## src/rtl/led_chaser.sv

```systemverilog
// -----------------------------------------------------------------------------
// led_chaser
//
// Moves a single lit LED across a bank of NUM_LEDS outputs. A programmable
// prescaler produces a one-cycle enable tick (no derived clocks). Each tick,
// or a manual step pulse, advances the light according to the selected mode:
// bounce, rotate left, rotate right or hold.
//
// Ports:
//   clock_i   system clock
//   reset_i   synchronous, active-high reset
//   enable_i  prescaler run enable (counter holds and no ticks when low)
//   mode_i    00 bounce, 01 rotate left, 10 rotate right, 11 hold
//   period_i  tick every period_i+1 enabled cycles
//   step_i    manual advance, sampled every cycle
//   leds_o    registered one-hot LED drive
//   dir_o     current direction: 0 = toward MSB, 1 = toward LSB
//   tick_o    registered one-cycle prescaler pulse
//   wrap_o    registered one-cycle pulse on a bounce turn or rotate wrap
// -----------------------------------------------------------------------------
module led_chaser #(
    parameter int NUM_LEDS  = 26,
    parameter int DIV_WIDTH = 24
) (
    input  logic                 clock_i,
    input  logic                 reset_i,
    input  logic                 enable_i,
    input  logic [1:0]           mode_i,
    input  logic [DIV_WIDTH-1:0] period_i,
    input  logic                 step_i,
    output logic [NUM_LEDS-1:0]  leds_o,
    output logic                 dir_o,
    output logic                 tick_o,
    output logic                 wrap_o
);

    localparam int POS_W = (NUM_LEDS > 1) ? $clog2(NUM_LEDS) : 1;
    localparam logic [POS_W-1:0] LAST_POS = POS_W'(NUM_LEDS - 1);

    typedef enum logic [1:0] {
        MODE_BOUNCE    = 2'b00,
        MODE_ROT_LEFT  = 2'b01,
        MODE_ROT_RIGHT = 2'b10,
        MODE_HOLD      = 2'b11
    } mode_t;

    mode_t                mode;
    logic [DIV_WIDTH-1:0] count;
    logic [POS_W-1:0]     pos;
    logic [POS_W-1:0]     pos_next;
    logic                 dir_next;
    logic                 wrap_next;
    logic                 adv;

    assign mode = mode_t'(mode_i);

    // A tick and a coincident step collapse into a single advance.
    assign adv = tick_o | step_i;

    // Prescaler. The >= compare means shrinking period_i below the current
    // count fires on the next edge instead of waiting for a full wrap.
    always_ff @(posedge clock_i) begin
        if (reset_i) begin
            count  <= '0;
            tick_o <= 1'b0;
        end else if (enable_i && (count >= period_i)) begin
            count  <= '0;
            tick_o <= 1'b1;
        end else if (enable_i) begin
            count  <= count + DIV_WIDTH'(1);
            tick_o <= 1'b0;
        end else begin
            tick_o <= 1'b0;
        end
    end

    // Next position/direction. A single-LED bank never moves, turns or
    // wraps, so the whole update is gated off in that case.
    always_comb begin
        pos_next  = pos;
        dir_next  = dir_o;
        wrap_next = 1'b0;
        if (adv && (NUM_LEDS > 1)) begin
            case (mode)
                MODE_BOUNCE: begin
                    if (!dir_o) begin
                        if (pos == LAST_POS) begin
                            dir_next  = 1'b1;
                            pos_next  = pos - POS_W'(1);
                            wrap_next = 1'b1;
                        end else begin
                            pos_next = pos + POS_W'(1);
                        end
                    end else begin
                        if (pos == '0) begin
                            dir_next  = 1'b0;
                            pos_next  = POS_W'(1);
                            wrap_next = 1'b1;
                        end else begin
                            pos_next = pos - POS_W'(1);
                        end
                    end
                end
                MODE_ROT_LEFT: begin
                    dir_next = 1'b0;
                    if (pos == LAST_POS) begin
                        pos_next  = '0;
                        wrap_next = 1'b1;
                    end else begin
                        pos_next = pos + POS_W'(1);
                    end
                end
                MODE_ROT_RIGHT: begin
                    dir_next = 1'b1;
                    if (pos == '0) begin
                        pos_next  = LAST_POS;
                        wrap_next = 1'b1;
                    end else begin
                        pos_next = pos - POS_W'(1);
                    end
                end
                default: begin
                end
            endcase
        end
    end

    // leds_o is decoded from the next position so it stays in lockstep
    // with pos while still being a plain register on the output.
    always_ff @(posedge clock_i) begin
        if (reset_i) begin
            pos    <= '0;
            dir_o  <= 1'b0;
            wrap_o <= 1'b0;
            leds_o <= NUM_LEDS'(1);
        end else begin
            pos    <= pos_next;
            dir_o  <= dir_next;
            wrap_o <= wrap_next;
            leds_o <= NUM_LEDS'(1) << pos_next;
        end
    end

endmodule
```

## config.mk

```make
export PLATFORM = sky130hd
export DESIGN_NAME = led_chaser
export DESIGN_NICKNAME = d
export VERILOG_FILES = /design/src/rtl/led_chaser.sv
export SDC_FILE = /design/constraint.sdc
export NUM_CORES = 1
export LEC_CHECK = 0
export BUFFER_PORTS_ARGS = -buffer_cell sky130_fd_sc_hd__clkbuf_2
export CAP_MARGIN = 20
export CORE_MARGIN = 3
export CORE_UTILIZATION = 55
export CTS_CLUSTER_SIZE = 10
export DETAILED_ROUTE_END_ITERATION = 10
export HOLD_SLACK_MARGIN = 0.12
export PLACE_DENSITY = 0.86
export SYNTH_ARGS = -nofsm -noshare
export SYNTH_HDL_FRONTEND = slang
export SYNTH_SLANG_ARGS = --single-unit
```

## constraint.sdc

```tcl
create_clock -name clock_i -period 2.55 [get_ports clock_i]
set_input_delay 0.255 -clock clock_i [delete_from_list [all_inputs] [get_ports clock_i]]
set_output_delay 0.255 -clock clock_i [all_outputs]
set_load 0.03 [all_outputs]
```

Yosys cells after proc, flatten, opt, wreduce, memory -nomap -nowiden
Cells that the tools add are included.
{"block": "totals", "register_bits": 58, "latchBits": 0, "mem_bits_rw": 0, "mem_bits_ro": 0, "inputBits": 30, "out_inout_bits": 29, "word_cells": 38, "memories": 0}
{"block": "classes", "add_sub_neg": 3, "multipliers": 0, "div": 0, "order_cmp": 1, "eq_ne": 3, "shifts": 1, "mux": 15, "bitwise_logic": 2, "reduce_logical": 7}
{"operator": "$mux 5", "n": 6}
{"operator": "$shl 1x5->26 const A", "n": 1}
{"operator": "$add 24x1->24 const B", "n": 1}
{"operator": "$ge 24x24->1", "n": 1}
{"operator": "$pmux 5 s3", "n": 1}
{"operator": "$mux 1", "n": 6}
{"operator": "$pmux 1 s3", "n": 2}
{"operator": "$add 5x1->5 const B", "n": 1}
{"operator": "$eq 5x5->1 const B", "n": 1}
{"operator": "$logic_not 5->1", "n": 1}
{"operator": "$sub 5x1->5 const B", "n": 1}
{"operator": "$reduce_or 2->1", "n": 2}
{"operator": "$reduce_bool 3->1", "n": 1}
{"operator": "$eq 2x1->1 const B", "n": 1}
{"operator": "$eq 2x2->1 const B", "n": 1}
{"operator": "$logic_not 2->1", "n": 1}
{"operator": "$reduce_and 2->1", "n": 1}
{"operator": "$logic_and 1x1->1", "n": 1}
{"operator": "$not 1->1", "n": 1}
{"operator": "$or 1x1->1", "n": 1}

Depth between registers and ports, before layout
Gate-level depths: netlist (run 1).
{"block": "depth", "word_depth": 6, "ltp_mapped": 9, "ltp_nobuf": 8}

Least setup slack after synthesis (run 1)
Ideal clock, no wire load.
{"block": "synth_timing", "path_type": "reg-to-reg", "startpoint": "reg pos[1]", "endpoint": "reg leds_o[9]", "setup_ps": 67, "t_arrival_ps": 2070, "setup_slack_ps": 413, "stages_incl_launch_ff": 8, "path_buffers": 0, "period_less_slack_ps": 2137, "cell_sequence": "dfxtp_1 -> inv_1 -> ha_1 -> or4b_4 -> o21ai_2 -> a31oi_4 -> or4_4 -> nor2_1"}
{"block": "synth_via", "elab_chain_len": 6}
{"item": "start, declared", "line": "49", "rtl": "logic [POS_W-1:0] pos;"}
{"item": "start signal, assigned", "line": "137", "rtl": "pos <= pos_next;"}
{"item": "$add 5x1->5, or another cell as far along", "line": "92, 110"}
{"item": "$mux 5 (on tied branches)", "line": "87, 95"}
{"item": "$mux 5", "line": "86", "rtl": "if (!dir_o) begin"}
{"item": "$pmux 5 s3", "line": "84", "rtl": "case (mode)"}
{"item": "$mux 5 *", "line": "83", "rtl": "if (adv && (NUM_LEDS > 1)) begin"}
{"item": "$shl 1x5->26 *", "line": "140", "rtl": "leds_o <= NUM_LEDS'(1) << pos_next;"}
{"item": "end signal, assigned", "line": "140"}
{"item": "end, declared", "line": "31", "rtl": "output logic [NUM_LEDS-1:0] leds_o,"}
Mark *: on every way between the ends. The rest lies on a longest branch, timed or not.
A chain may end at the register's enable or synchronous reset.

Final worst setup path (run 1)
{"block": "layout_timing", "startpoint": "reg pos[0]", "endpoint": "reg leds_o[12]"}
Same word-level chain as after synthesis.

==> results of run 1 <==
==> kinds of logic (layout without fill, tap and decap cells) <==
kind of cell / Yosys count / in the layout / synth area share [%]
compound gates: 60 / 60 / 13.5
xor+xnor: 22 / 22 / 6.11
fa+ha+maj: 32 / 32 / 12.7
buf+inv: 49 / 121 / 6.39
flops: 58 / 58 / 36.8
simple gates: 148 / 148 / 24.5
==> synth_stat cells (2+ instances only) <==
library cell  instances
xnor2_1               5
nor3_2                2
o21a_1                2
dfxtp_1              58
a211o_1               2
clkbuf_1              6
inv_1                38
nor3_1               14
nor2_1               52
nand4_1               8
and3_1                4
a21oi_1              17
o21ai_2               2
nand2b_1              6
or3_1                 4
a21o_1                2
and4_1                4
a222oi_1              2
buf_2                 2
o32ai_1               2
nand3_1              19
ha_1                 32
o21ai_0              11
a211oi_1              2
buf_4                 2
a31oi_1               2
xor2_1               17
nand2_1              22
==> flip-flops by register name, indices dropped and copies added, names as in the netlist <==
| signal | cells |
|---|---|
| tick_o | 1 |
| pos | 5 |
| leds_o | 26 |
| dir_o | 1 |
| wrap_o | 1 |
| count | 24 |
==> through the flow <==
stage / instances / cell area (um^2) / hold slack, ns / power (mW)
CTS: 509 / 3750 / 0.260 / 2.18
floorplan: 369 / 3150 / 0.355 / 1.17
detailed placement: 493 / 3530 / 0.517 / 1.25
global route: 511 / 3770 / 0.288 / 2.27
global placement: 493 / 3530 / 0.503 / 1.24
finish: 511 / 3770 / 0.270 / 2.17
==> power by group <==
group / leakage [nW] / internal, mW / switching, mW
Sequential: 0.469 / 0.925 / 0.0202
Clock: 0.109 / 0.573 / 0.353
Combinational: 1.20 / 0.119 / 0.183
==> per-layer routing <==
layer | vias to the layer above | global-route usage [%]
met2 | 89 | 38.6
met3 | 15 | 4.50
li1 | 1409 | -
met5 | - | 0
met1 | 1290 | 28.1
met4 | 0 | 10.6
==> placed cells by master (no fill, tap or decap), types with 2 or more instances in the layout <==
cell       Yosys  final
a211o_1        2      2
a211oi_1       2      2
a21o_1         2      2
a21oi_1       17     17
a222oi_1       2      2
a31oi_1        2      2
and3_1         4      4
and4_1         4      4
buf_4          2      9
bufinv_16      0      2
clkbuf_2       0     58
clkbuf_8       0     10
clkinv_2       0      2
dfxtp_1       58     58
ha_1          32     31
inv_1         38     38
nand2_1       22     22
nand2b_1       6      6
nand3_1       19     19
nand4_1        8      8
nor2_1        52     52
nor3_1        14     13
nor3_2         2      3
o21a_1         2      2
o21ai_0       11     11
o21ai_2        2      2
o31ai_2        1      2
o32ai_1        2      2
or3_1          4      4
xnor2_1        5      5
xor2_1        17     17
==> how the worst max path moves through the flow <==
stage	startpoint	end
final	pos[0]$_SDFF_PP0_	leds_o[12]$_SDFF_PP0_
after global routing	pos[0]$_SDFF_PP0_	leds_o[21]$_SDFF_PP0_
after CTS	pos[0]$_SDFF_PP0_	leds_o[21]$_SDFF_PP0_
after detailed placement	pos[0]$_SDFF_PP0_	leds_o[21]$_SDFF_PP0_
after global placement	pos[0]$_SDFF_PP0_	leds_o[19]$_SDFF_PP0_
after floorplan	pos[1]$_SDFF_PP0_	leds_o[9]$_SDFF_PP0_
==> final cells by class <==
| type | count | area share, % |
|---|---|---|
| inverters | 38 | 3.78 |
| flip-flops and latches | 58 | 30.8 |
| well taps | 70 | 2.32 |
| clock inverters | 5 | 2.06 |
| clock buffers | 11 | 3.75 |
| repair buffers | 67 | 9.49 |
| multi-input cells | 262 | 47.8 |
==> what timing repair did <==
action,in CTS,in global routing
resized for setup,0,2
buffers inserted,0,2
setup endpoints to repair,0,3
==> impl_metrics.env, run 1 <==
export IMPL_status="finished, final reports clean"
export IMPL_drt_first_pass_iters=6
export IMPL_critPathMaxFanout=8
export IMPL_syn_area_um2=3150
export IMPL_fin_nets=498
export IMPL_cp_buffers_inverters=3
export IMPL_power_density_nw_per_um2=577
export IMPL_design_portCount=59
export IMPL_fill_cells=387
export IMPL_drt_iter0_drc=162
export IMPL_cts_tree="built"
export IMPL_cp_arrival_ns=2.62
export IMPL_ys_types=58
export IMPL_path_clk_slew_ns=0.06
export IMPL_yosysTopAreaCellShare_pct=36.8
export IMPL_finalHoldViolations=0
export IMPL_r2r_start="pos[0]$_SDFF_PP0_"
export IMPL_cts_hold_buf=0
export IMPL_worstHoldStart="enable_i"
export IMPL_dp_final_hpwl_um=5300
export IMPL_slew_violations=0
export IMPL_place_ws_ns=0.187
export IMPL_synth_avg_cell_area_um2=8.54
export IMPL_wl_met1_um=2930
export IMPL_fin_ws_ns=0.160
export IMPL_vias=2803
export IMPL_rows=26
export IMPL_grt_overflow_total=0
export IMPL_wl_met2_um=3490
export IMPL_antenna_found_initial=0
export IMPL_clockBufferDepth=2
export IMPL_utilization_pct=70.7
export IMPL_grt_pass1_vias=2684
export IMPL_cts_made_buffers=9
export IMPL_ys_async_sr_fraction_pct=0
export IMPL_numClockSinks=58
export IMPL_p_leak_nw=1.78
export IMPL_cp_slowest_cell="or4b_4"
export IMPL_required_ns=2.78
export IMPL_fin_skew_ns=0.00647
export IMPL_post_drt_wl_per_cell_um=13.5
export IMPL_mappedNetlistNets=431
export IMPL_ys_seq_elements=58
export IMPL_multiInputGateArea_um2=1800
export IMPL_gp_congestion=0.936
export IMPL_synth_edff_count=0
export IMPL_drv_cap=0
export IMPL_cts_root_buffer="clkbuf_8"
export IMPL_rr_endpoint="leds_o[12]$_SDFF_PP0_"
export IMPL_relSlewSlack_pct=60.4
export IMPL_antenna_left=0
export IMPL_seq_area_um2=1160
export IMPL_reg2reg_slack_ns=0.16
export IMPL_yosysSeqAreaShare_pct=36.8
export IMPL_area_growth_pct=19.6
export IMPL_drc=0
export IMPL_fin_crit_ns=2.39
export IMPL_yosys_area_top_type="dfxtp_1"
export IMPL_clkLatencyLatePin_ns=0.34
export IMPL_fin_tns_setup_ns=0
export IMPL_dieArea_um2=6680
export IMPL_path_cells="inv_1 > ha_2 > or4b_4 > o211ai_2 > nand2b_1 > a222oi_1 > buf_4 > buf_4 > nand2b_1 > nor2_1"
export IMPL_synth_area_leaders="dfxtp_1, ha_1, nor2_1"
export IMPL_grt_use_total_pct=22.9
export IMPL_holdPathStages=2
export IMPL_die_width_um=81.7
export IMPL_path_delay_family="simple AND/OR/NAND/NOR gates"
export IMPL_worstSetupPathType="reg -> reg"
export IMPL_ir_drop_mv=0.462
export IMPL_core_area_um2=5340
export IMPL_cp_num_cells=10
export IMPL_crit_path_max_incr_delay_ns=0.52
export IMPL_setup_viol=0
export IMPL_wl_met3_um=400
export IMPL_synth_flop_cell="dfxtp_1"
export IMPL_top_layer="met4"
export IMPL_h_tree_depth=3
export IMPL_drive_above_1_share_pct=22.7
export IMPL_start_util_pct=59.1
export IMPL_die_y_um=81.7
export IMPL_diodes=0
export IMPL_hp_class="in -> reg"
export IMPL_tightestPinTransition_ns=0.592
export IMPL_fmax_mhz=418
export IMPL_grt_pass1_wl_um=11800
export IMPL_endpoint_kind="register"
export IMPL_ys_warn_count=0
export IMPL_rsz0062_at_grt="false"
export IMPL_holdPathEnd="count[0]$_SDFFE_PP0P_"
export IMPL_wl_um=6920
export IMPL_grt_max_degree=22
export IMPL_worst_r2r_path_depth=10
export IMPL_period_share_pct=93.7
export IMPL_portBuffers=58
export IMPL_worst_setup_path_start_kind="register"
export IMPL_drt_vias_per_instance=5.49
export IMPL_netlist_instances=369
No activity file was read; power rests on OpenSTA's default activity.
==> run 2, diff against run 1 <==
Clock period 2.55 ns to 2.3 ns, I/O delays scaled along.
==> run 2 against run 1 <==
Clock skew up 0.0027 ns. First-iteration DRC count is 24% lower. Critical path depth fell by 2. Design area is 4.8% higher. Critical path type unchanged. Highest routed layer unchanged.
==> impl_metrics.env, run 2 (synthesis results as in run 1) <==
export IMPL_status="finished, final reports clean"
export IMPL_finalHoldWorstSlack_ns=0.252
export IMPL_critPathMaxFanout=5
export IMPL_seq_area_um2=1170
export IMPL_drt_vias_per_instance=5.69
export IMPL_core_area_um2=5340
export IMPL_final_cell_mix="clkbuf_2, dfxtp_1, nor2_1, inv_1, ha_1"
export IMPL_total_power_mw=2.34
export IMPL_die_y_um=81.7
export IMPL_dp_final_hpwl_um=5680
export IMPL_gp_congestion=0.910
export IMPL_dieArea_um2=6680
export IMPL_dp_cells=507
export IMPL_drv_cap=0
export IMPL_grt_pass1_wl_um=12700
export IMPL_final_area_um2=3950
export IMPL_tightestPinTransition_ns=0.541
export IMPL_fill_cells=399
export IMPL_p_seq_share_pct=44.4
export IMPL_clockBufferDepth=2
export IMPL_final_common_cell="clkbuf_2"
export IMPL_pwr_share_clk_pct=38.2
export IMPL_rows=26
export IMPL_worstSetupPathType="reg -> reg"
export IMPL_period_share_pct=96.8
export IMPL_final_cells=528
export IMPL_largest_reg_flops=26
export IMPL_place_area_um2=3650
export IMPL_place_ws_ns=-0.00132
export IMPL_p_sw_share_pct=26.7
export IMPL_start_util_pct=59.1
export IMPL_drt_iter0_drc=123
export IMPL_drive_above_1_share_pct=27.9
export IMPL_relSlewSlack_pct=63.6
export IMPL_fin_crit_ns=2.23
export IMPL_fin_nets=516
export IMPL_top_regs="leds_o: 26 flops, count: 24 flops, pos: 5 flops"
export IMPL_grt_max_degree=22
export IMPL_cp_arrival_ns=2.44
export IMPL_power_density_nw_per_um2=593
export IMPL_hp_class="in -> reg"
export IMPL_cts_root_buffer="clkbuf_8"
export IMPL_p_comb_share_pct=17.5
export IMPL_design_portCount=59
export IMPL_finalHoldViolations=0
export IMPL_antenna_left=0
export IMPL_diodes=0
export IMPL_portBuffers=58
export IMPL_setup_viol=0
export IMPL_area_growth_pct=25.4
export IMPL_fin_skew_ns=0.00913
export IMPL_grt_use_total_pct=24.8
export IMPL_path_clk_slew_ns=0.06
export IMPL_endpoint_kind="register"
export IMPL_grt_overflow_total=0
export IMPL_ir_drop_mv=0.547
export IMPL_netSwitchingPower_mw=0.625
export IMPL_grt_pass1_vias=2881
export IMPL_cts_made_buffers=9
export IMPL_p_leak_nw=1.88
export IMPL_fmax_mhz=449
export IMPL_numClockSinks=58
export IMPL_die_width_um=81.7
export IMPL_wl_um=8140
export IMPL_worst_setup_path_start_kind="register"
export IMPL_cts_tree="built"
export IMPL_antenna_found_initial=0
export IMPL_fin_ws_ns=0.0730
export IMPL_registers_top_by_ff_count="leds_o"
export IMPL_h_tree_depth=3
export IMPL_slew_violations=0
export IMPL_clkLatencyLatePin_ns=0.33
export IMPL_drt_first_pass_iters=5
export IMPL_multiInputGateArea_um2=1860
export IMPL_vias=3004
export IMPL_p_int_mw=1.72
export IMPL_required_ns=2.52
export IMPL_post_drt_wl_per_cell_um=15.4
export IMPL_drc=0
run 2: cell count changes in the layout (fill, tap and decap cells not counted), moves of 2 or more:
cell,delta
a211oi_1,-2
a211oi_2,+2
buf_4,+16
dfxtp_1,-5
dfxtp_2,+5
inv_1,-2
inv_2,+2
run 2: final cells by class:
cell class              count  area share (%)
inverters                  38            3.61
clock inverters             3            1.01
well taps                  70            2.22
flip-flops and latches     58            29.5
repair buffers             85            12.9
clock buffers              12            3.67
multi-input cells         262            47.1
run 2: worst paths after layout:
path | startpoint | depth (start not counted) | endpoint | slack (ns)
hold / removal | enable_i | 2 | count[0]$_SDFFE_PP0P_ | 0.25
hold reg to reg | count[23]$_SDFFE_PP0P_ | 2 | count[23]$_SDFFE_PP0P_ | 0.53
setup / recovery | count[14]$_SDFFE_PP0P_ | 8 | count[2]$_SDFFE_PP0P_ | 0.07
setup reg to reg | count[14]$_SDFFE_PP0P_ | 8 | count[2]$_SDFFE_PP0P_ | 0.07
run 2: metrics by stage:
stage | setup TNS [ns] | util, %
after global placement | 0 | 68.4
after floorplan | 0 | -
after CTS | 0 | 72.0
after detailed placement | -0.00132 | 68.4
final | 0 | 74.1
after global routing | -0.232 | 74.1
run 2: per-layer routing:
layer	vias to the layer above	routed length [um]	share of wire (%)	track usage, %
met5	-	0	0	0
met1	1414	3210	39	28.1
met3	24	463	5.7	6.80
met4	0	186	2.3	8.64
met2	114	4280	53	44.5
li1	1452	-	-	-
run 2: power groups by stage:
stage | clock, mW | combinational, mW | sequential [mW]
2_1_floorplan | 0 | 0.215 | 1.08
3_3_place_gp | 0 | 0.348 | 1.06
3_5_place_dp | 0 | 0.363 | 1.06
4_1_cts | 0.905 | 0.367 | 1.04
5_1_grt | 0.957 | 0.448 | 1.04
6_report | 0.895 | 0.409 | 1.04
run 2: worst max-delay path: stages, from the launching register on:
cell      delay, ns
dfxtp_1        0.42
ha_1           0.28
nand4_1        0.16
nor3_1         0.09
or3_1          0.34
a211oi_2       0.26
buf_4          0.17
nor3_1         0.06
nor4b_1        0.34
run 2: what timing repair did:
item                                    4_1_cts  5_1_grt
hold buffers                                  0        0
gates resized for setup                       2       17
endpoints found under the setup margin        6       51
endpoints found under the hold margin         0        0
pin swaps                                     1        5
buffers inserted                              0        6
